===== config.mk =====
export PLATFORM = sky130hd
export DESIGN_NAME = jrb8_prog_loader_flat
export DESIGN_NICKNAME = d
export VERILOG_FILES = /design/src/rtl/jrb8_pkg.sv /design/src/rtl/jrb8_prog_loader_if.sv /design/src/rtl/jrb8_hs_sync.sv /design/src/rtl/jrb8_prog_loader.sv /design/src/flat_wrapper.sv
export SDC_FILE = /design/constraint.sdc
export NUM_CORES = 1
export LEC_CHECK = 0
export CORE_MARGIN = 2
export CORE_UTILIZATION = 59
export CTS_BUF_LIST = sky130_fd_sc_hd__clkbuf_2 sky130_fd_sc_hd__clkbuf_4 sky130_fd_sc_hd__clkbuf_8
export CTS_CLUSTER_SIZE = 28
export DETAILED_ROUTE_END_ITERATION = 16
export HOLD_SLACK_MARGIN = 0.03
export PLACE_DENSITY = 0.79
export RECOVER_POWER = 25
export SLEW_MARGIN = 10
export SYNTH_ARGS = -nofsm -noshare
export SYNTH_HDL_FRONTEND = slang
export SYNTH_HIERARCHICAL = 1
export SYNTH_SLANG_ARGS = --single-unit

===== constraint.sdc =====
create_clock -name clk -period 3.2 [get_ports clk]
set_input_delay 0.8 -clock clk [delete_from_list [all_inputs] [get_ports clk]]
set_output_delay 0.8 -clock clk [all_outputs]
set_load 0.02 [all_outputs]

===== src/rtl/jrb8_pkg.sv =====
// Shared types and defaults for the jrb8 program loader.
package jrb8_pkg;
  localparam int         ADDR_W_DEF    = 16;
  localparam logic [7:0] SYNC_BYTE_DEF = 8'hA5;

  typedef enum logic [2:0] {
    IDLE, SYNC, LEN_LO, LEN_HI, DATA, CSUM, DONE, ERROR
  } ld_state_e;
endpackage


===== src/rtl/jrb8_prog_loader_if.sv =====
// Host strobe/ack pins plus the program RAM write port.
interface jrb8_prog_loader_if #(parameter int ADDR_W = 16);
  logic [7:0]        host_data;
  logic              host_stb;
  logic              host_ack;
  logic [ADDR_W-1:0] mem_addr;
  logic [7:0]        mem_wdata;
  logic              mem_we;

  modport slave  (input  host_data, host_stb, output host_ack, mem_addr, mem_wdata, mem_we);
  modport master (output host_data, host_stb, input  host_ack, mem_addr, mem_wdata, mem_we);
endinterface


===== src/rtl/jrb8_hs_sync.sv =====
// Synchronises host_stb and runs the 4-phase ack; pulses byte_valid once per stb high phase.
module jrb8_hs_sync #(
  parameter int SYNC_STAGES = 2
) (
  input  logic       clk,
  input  logic       rst_n,
  input  logic       host_stb,
  input  logic [7:0] host_data,
  output logic       host_ack,
  output logic       byte_valid,
  output logic [7:0] byte_data
);
  logic [SYNC_STAGES-1:0] sync_q, sync_d;
  logic                   stb_prev_q, stb_prev_d;
  logic                   ack_q, ack_d;
  logic                   stb_s;

  assign stb_s      = sync_q[SYNC_STAGES-1];
  assign byte_valid = stb_s & ~stb_prev_q & ~ack_q;
  // host_data is held stable by the host until ack rises, so it is consumed directly.
  assign byte_data  = host_data;
  assign host_ack   = ack_q;

  always_comb begin
    sync_d     = {sync_q[SYNC_STAGES-2:0], host_stb};
    stb_prev_d = stb_s;
    ack_d      = ack_q;
    if (byte_valid)  ack_d = 1'b1;
    else if (!stb_s) ack_d = 1'b0;
  end

  always_ff @(posedge clk or posedge rst_n) begin
    if (rst_n) begin
      sync_q     <= '0;
      stb_prev_q <= 1'b0;
      ack_q      <= 1'b0;
    end else begin
      sync_q     <= sync_d;
      stb_prev_q <= stb_prev_d;
      ack_q      <= ack_d;
    end
  end
endmodule


===== src/rtl/jrb8_prog_loader.sv =====
// Frame FSM: sync, length, payload writes to RAM from address 0, checksum verify.
module jrb8_prog_loader
  import jrb8_pkg::*;
#(
  parameter int         ADDR_W      = ADDR_W_DEF,
  parameter int         SYNC_STAGES = 2,
  parameter logic [7:0] SYNC_BYTE   = SYNC_BYTE_DEF
) (
  input  logic                clk,
  input  logic                rst_n,
  input  logic                load_en,
  jrb8_prog_loader_if.slave   bus,
  output logic                cpu_hold,
  output logic                done,
  output logic                err
);
  ld_state_e         state_q, state_d;
  logic [ADDR_W-1:0] len_q, len_d, idx_q, idx_d, addr_q, addr_d;
  logic [7:0]        acc_q, acc_d, wdata_q, wdata_d, sum;
  logic              we_q, we_d, hold_q, hold_d, done_q, done_d, err_q, err_d;
  logic              bv;
  logic [7:0]        bd;

  jrb8_hs_sync #(.SYNC_STAGES(SYNC_STAGES)) u_hs (
    .clk(clk), .rst_n(rst_n), .host_stb(bus.host_stb), .host_data(bus.host_data),
    .host_ack(bus.host_ack), .byte_valid(bv), .byte_data(bd)
  );

  assign bus.mem_addr  = addr_q;
  assign bus.mem_wdata = wdata_q;
  assign bus.mem_we    = we_q;
  assign cpu_hold      = hold_q;
  assign done          = done_q;
  assign err           = err_q;
  assign sum           = acc_q + bd;

  always_comb begin
    state_d = state_q; len_d = len_q; idx_d = idx_q; acc_d = acc_q;
    addr_d  = addr_q;  wdata_d = wdata_q; we_d = 1'b0;
    hold_d  = hold_q;  done_d = done_q;  err_d = err_q;
    if (state_q != IDLE && !load_en) begin
      state_d = IDLE; hold_d = 1'b0; done_d = 1'b0; err_d = 1'b0;
    end else begin
      case (state_q)
        IDLE: if (load_en) begin
          state_d = SYNC; hold_d = 1'b1; done_d = 1'b0; err_d = 1'b0;
        end
        SYNC: if (bv) begin
          if (bd == SYNC_BYTE) state_d = LEN_LO;
          else begin state_d = ERROR; err_d = 1'b1; end
        end
        LEN_LO: if (bv) begin
          len_d = ADDR_W'(bd); state_d = LEN_HI;
        end
        LEN_HI: if (bv) begin
          len_d   = ADDR_W'({bd, len_q[7:0]});
          idx_d   = '0;
          acc_d   = '0;
          state_d = (len_d != '0) ? DATA : CSUM;
        end
        DATA: if (bv) begin
          we_d    = 1'b1;
          addr_d  = idx_q;
          wdata_d = bd;
          acc_d   = sum;
          idx_d   = idx_q + ADDR_W'(1);
          // Terminal compare on the pre-increment index keeps LEN=max from wrapping.
          if (idx_q == len_q - ADDR_W'(1)) state_d = CSUM;
        end
        CSUM: if (bv) begin
          if (sum == 8'd0) begin state_d = DONE; done_d = 1'b1; hold_d = 1'b0; end
          else begin state_d = ERROR; err_d = 1'b1; end
        end
        DONE, ERROR: ;
        default: state_d = IDLE;
      endcase
    end
  end

  always_ff @(posedge clk or posedge rst_n) begin
    if (rst_n) begin
      state_q <= IDLE;
      len_q   <= '0; idx_q <= '0; acc_q <= '0;
      addr_q  <= '0; wdata_q <= '0; we_q <= 1'b0;
      hold_q  <= 1'b0; done_q <= 1'b0; err_q <= 1'b0;
    end else begin
      state_q <= state_d;
      len_q   <= len_d; idx_q <= idx_d; acc_q <= acc_d;
      addr_q  <= addr_d; wdata_q <= wdata_d; we_q <= we_d;
      hold_q  <= hold_d; done_q <= done_d; err_q <= err_d;
    end
  end
endmodule


===== src/flat_wrapper.sv =====
// flat-port wrapper written by rule: the top's interface ports become plain ports
module jrb8_prog_loader_flat import jrb8_pkg::*;
#(
  parameter int         ADDR_W      = ADDR_W_DEF,
  parameter int         SYNC_STAGES = 2,
  parameter logic [7:0] SYNC_BYTE   = SYNC_BYTE_DEF
)
  (clk, rst_n, load_en, cpu_hold, done, err, bus_host_data, bus_host_stb, bus_host_ack, bus_mem_addr, bus_mem_wdata, bus_mem_we);
  jrb8_prog_loader_if #(.ADDR_W(ADDR_W)) bus_i ();
  input  logic clk;
  input  logic rst_n;
  input  logic load_en;
  output logic cpu_hold;
  output logic done;
  output logic err;
  input wire logic [$bits(bus_i.host_data)-1:0] bus_host_data;
  input wire logic [$bits(bus_i.host_stb)-1:0] bus_host_stb;
  output wire logic [$bits(bus_i.host_ack)-1:0] bus_host_ack;
  output wire logic [$bits(bus_i.mem_addr)-1:0] bus_mem_addr;
  output wire logic [$bits(bus_i.mem_wdata)-1:0] bus_mem_wdata;
  output wire logic [$bits(bus_i.mem_we)-1:0] bus_mem_we;
  assign bus_i.host_data = bus_host_data;
  assign bus_i.host_stb = bus_host_stb;
  assign bus_host_ack = bus_i.host_ack;
  assign bus_mem_addr = bus_i.mem_addr;
  assign bus_mem_wdata = bus_i.mem_wdata;
  assign bus_mem_we = bus_i.mem_we;
  jrb8_prog_loader #(.ADDR_W(ADDR_W), .SYNC_STAGES(SYNC_STAGES), .SYNC_BYTE(SYNC_BYTE)) u_core (.clk(clk), .rst_n(rst_n), .load_en(load_en), .bus(bus_i), .cpu_hold(cpu_hold), .done(done), .err(err));
endmodule

==> reports/summary.txt, run 1 <==
Status: completed
Setup crit start: bus_host_data[0]
FF+latch count, synth: 75
Final setup viols: 0
Num rows: 30
Wire per inst: 15.42 um
Syn avg cell area: 8.857 sq um
Post-synth EDFFs: 0
Post-synth top area share: 0.4499
Synth async-reset ratio: 1.000
Ys Warns: 6
Seq/Total Area, Yosys: 0.4499
Final GP Congestion: 0.9362
NumNets Final: 522
Post-DP HPWL: 6349 um
Crit Path Max Fanout: 3
Number of top-level pins: 41
Fin crit period: 3.012 ns
Worst skew pair latency: 0.35 ns
Setup ws final: 0.1877 ns
Lkg Pwr: 2.242 nW
Unique cell type count in the Yosys netlist: 56
Max-cap violations: 0
Antenna cells: 0
Die H: 88.09 um
Total GRT Usage: 0.2594
Postcts setup bufs: 0
Post-DRT Antenna Nets: 0
DRT iter0 DRCs: 258
Slew of the pin with the lowest slew margin: 1.091 ns
H-tree lvl count: 3
Layout Cells excl Fill: 601
Vias in the first global route: 3366
Fmax achieved: 0.3320 GHz
VDD IR-drop max: 273.9 uV
Core ar.: 6832 sq um
Crit path arrival time: 3.25 ns
Max Root-Sink Buffers: 2
Relative slew slack: 0.2725
Fin crit share: 0.9413
Antenna violations before repair: 0
Critical R2R Launch: u_core/len_q[0]
Top post-synthesis cells by area: dfrtp_1, nand2_1, o21ai_0, xor2_1, xnor2_1
Clock transition at the registers of the reported paths: 0.07 ns
Die Width: 88.09 um
Initial Util: 0.6106
Routed WL: 9269 um
CP required: 3.44 ns
Clk sink count: 75
RSZ-0062 raised after global routing: no
Worst Hold Launch: u_core/u_hs/sync_q[0]
CP endpoint kind: flip-flop
Syn Inst Count: 471
Final setup TNS: 0 ns
Post-route cell area: 4827 sq um
Hold Fails Final Rpt: 0
Global-route wire length before repair: 15680 um
Placed insts: 585
Max-slew violation total from the final report: 0
Die area: 7759 sq um
Final Util: 0.7066
Hold Crit Class: flip-flop to flip-flop
Area growth from synthesis to layout: 15.72%
I/O Buffers: 40
PwrDens: 535.6 nW/um^2
Yosys top cell by area: dfrtp_1
Root Buffer: clkbuf_8
Largest net degree at the start of global routing: 50
Post-synth top flop: dfrtp_1
Crit Path Class: input pin to flip-flop
Vias per cell: 5.829
Clock Skew: 0.01077 ns
Vias: 3503
CTS buffer count: 9
Post-synthesis net count: 493
CTS tree: done
Startpoint Class: input pin
Commonest non-fill, non-tap cell in the layout: nand2_1
Pre-CTS WS: -0.2049 ns
Cell Area, Synth: 4172 sq um
Share of cells above drive strength 1: 0.1030
Post-route DRC: 0
Most frequent cells in the layout: nand2_1, dfrtp_1, o21ai_0
Placed instance area: 4641 sq um
Hold WS: 0.3523 ns
DR pass1 iterations: 5
Overflow left after global routing: 0
Total power draw: 2.585 mW
## cell usage after synthesis, types with 5 or more instances
| cell | n |
|---|---|
| a21oi_1 | 11 |
| nand3_1 | 15 |
| xor2_1 | 16 |
| clkbuf_1 | 24 |
| a22o_1 | 7 |
| nand2_1 | 112 |
| nor2_1 | 24 |
| xnor2_1 | 15 |
| a31oi_1 | 8 |
| o21ai_0 | 39 |
| ha_1 | 9 |
| buf_4 | 9 |
| dfrtp_1 | 75 |
| inv_1 | 10 |
| nor4_1 | 5 |
| nand4_1 | 7 |
| nor3_1 | 10 |
| mux2_2 | 6 |
## per-layer routing
| layer | vias up | wire length [um] | track usage |
|---|---|---|---|
| met2 | 90 | 4391 | 0.4008 |
| met4 | 0 | 88 | 0.08402 |
| met3 | 11 | 443 | 0.06409 |
| li1 | 1695 | - | - |
| met5 | - | 0 | 0 |
| met1 | 1707 | 4346 | 0.3626 |
## critical path: stages
cell,delay (ns)
clkdlybuf4s50_1,0.43
ha_1,0.22
fa_1,0.42
a211oi_2,0.28
o21bai_1,0.11
a21oi_1,0.20
xor2_1,0.18
and4b_1,0.23
buf_4,0.13
a21oi_1,0.06
o22a_1,0.19
## layout make-up
cell class	count	area [sq um]
Multi-Input combinational cell	347	2076
Clock inverter	6	38.79
Clock buffer	10	137.6
Tap cell	96	120.1
Inverter	10	37.54
Fill cell	542	2004
Sequential cell	75	1877
Timing Repair Buffer	57	540.5
## state kept, by name, indices dropped and copies added (netlist names)
register / count
u_core/u_hs/host_ack: 1
u_core/state_q: 3
u_core/bus.mem_wdata: 8
u_core/bus.mem_we: 1
u_core/u_hs/stb_prev_q: 1
u_core/err: 1
u_core/done: 1
u_core/idx_q: 16
u_core/len_q: 16
u_core/cpu_hold: 1
u_core/acc_q: 8
u_core/bus.mem_addr: 16
u_core/u_hs/sync_q: 2
## path summary, 6_finish.rpt
check,to,slack (ns),cells past startpoint
min in group asynchronous,u_core/u_hs/stb_prev_q,0.80,2
worst max-delay path,u_core/err,0.19,11
worst max register to register,u_core/state_q[0],0.50,9
worst min-delay path,u_core/u_hs/sync_q[1],0.35,0
max in group asynchronous,u_core/bus.mem_wdata[4],1.31,3
worst min register to register,u_core/u_hs/sync_q[1],0.35,0
## where the power goes
| group | total (mW) | switching, mW | internal (mW) |
|---|---|---|---|
| Combinational | 0.734 | 0.394 | 0.339 |
| Clock | 0.669 | 0.368 | 0.301 |
| Sequential | 1.18 | 0.128 | 1.06 |
| Total | 2.59 | 0.890 | 1.70 |
## cells by family after synthesis
family | after synthesis | share of synthesized area
simple gates | 207 | 0.2373
compound gates | 92 | 0.1425
flops | 75 | 0.4499
buf+inv | 49 | 0.05489
xor+xnor | 31 | 0.06509
fa+ha+maj | 10 | 0.03179
mux | 7 | 0.01860
## what timing repair did
action                     4_1_cts  5_1_grt
hold buffers                     0        0
setup endpoints to repair        0        3
gates resized for setup          0        2
hold endpoints to repair         0        0
Note: power is estimated with default switching activity, not from simulation.
==> run 2: changes to the inputs <==
ABC_AREA = 0   (was unset)
SKIP_CTS_REPAIR_TIMING = 1   (was unset)
==> results of run 2 <==
Same layout as run 1: the final DEF is identical, and so are final timing and power.
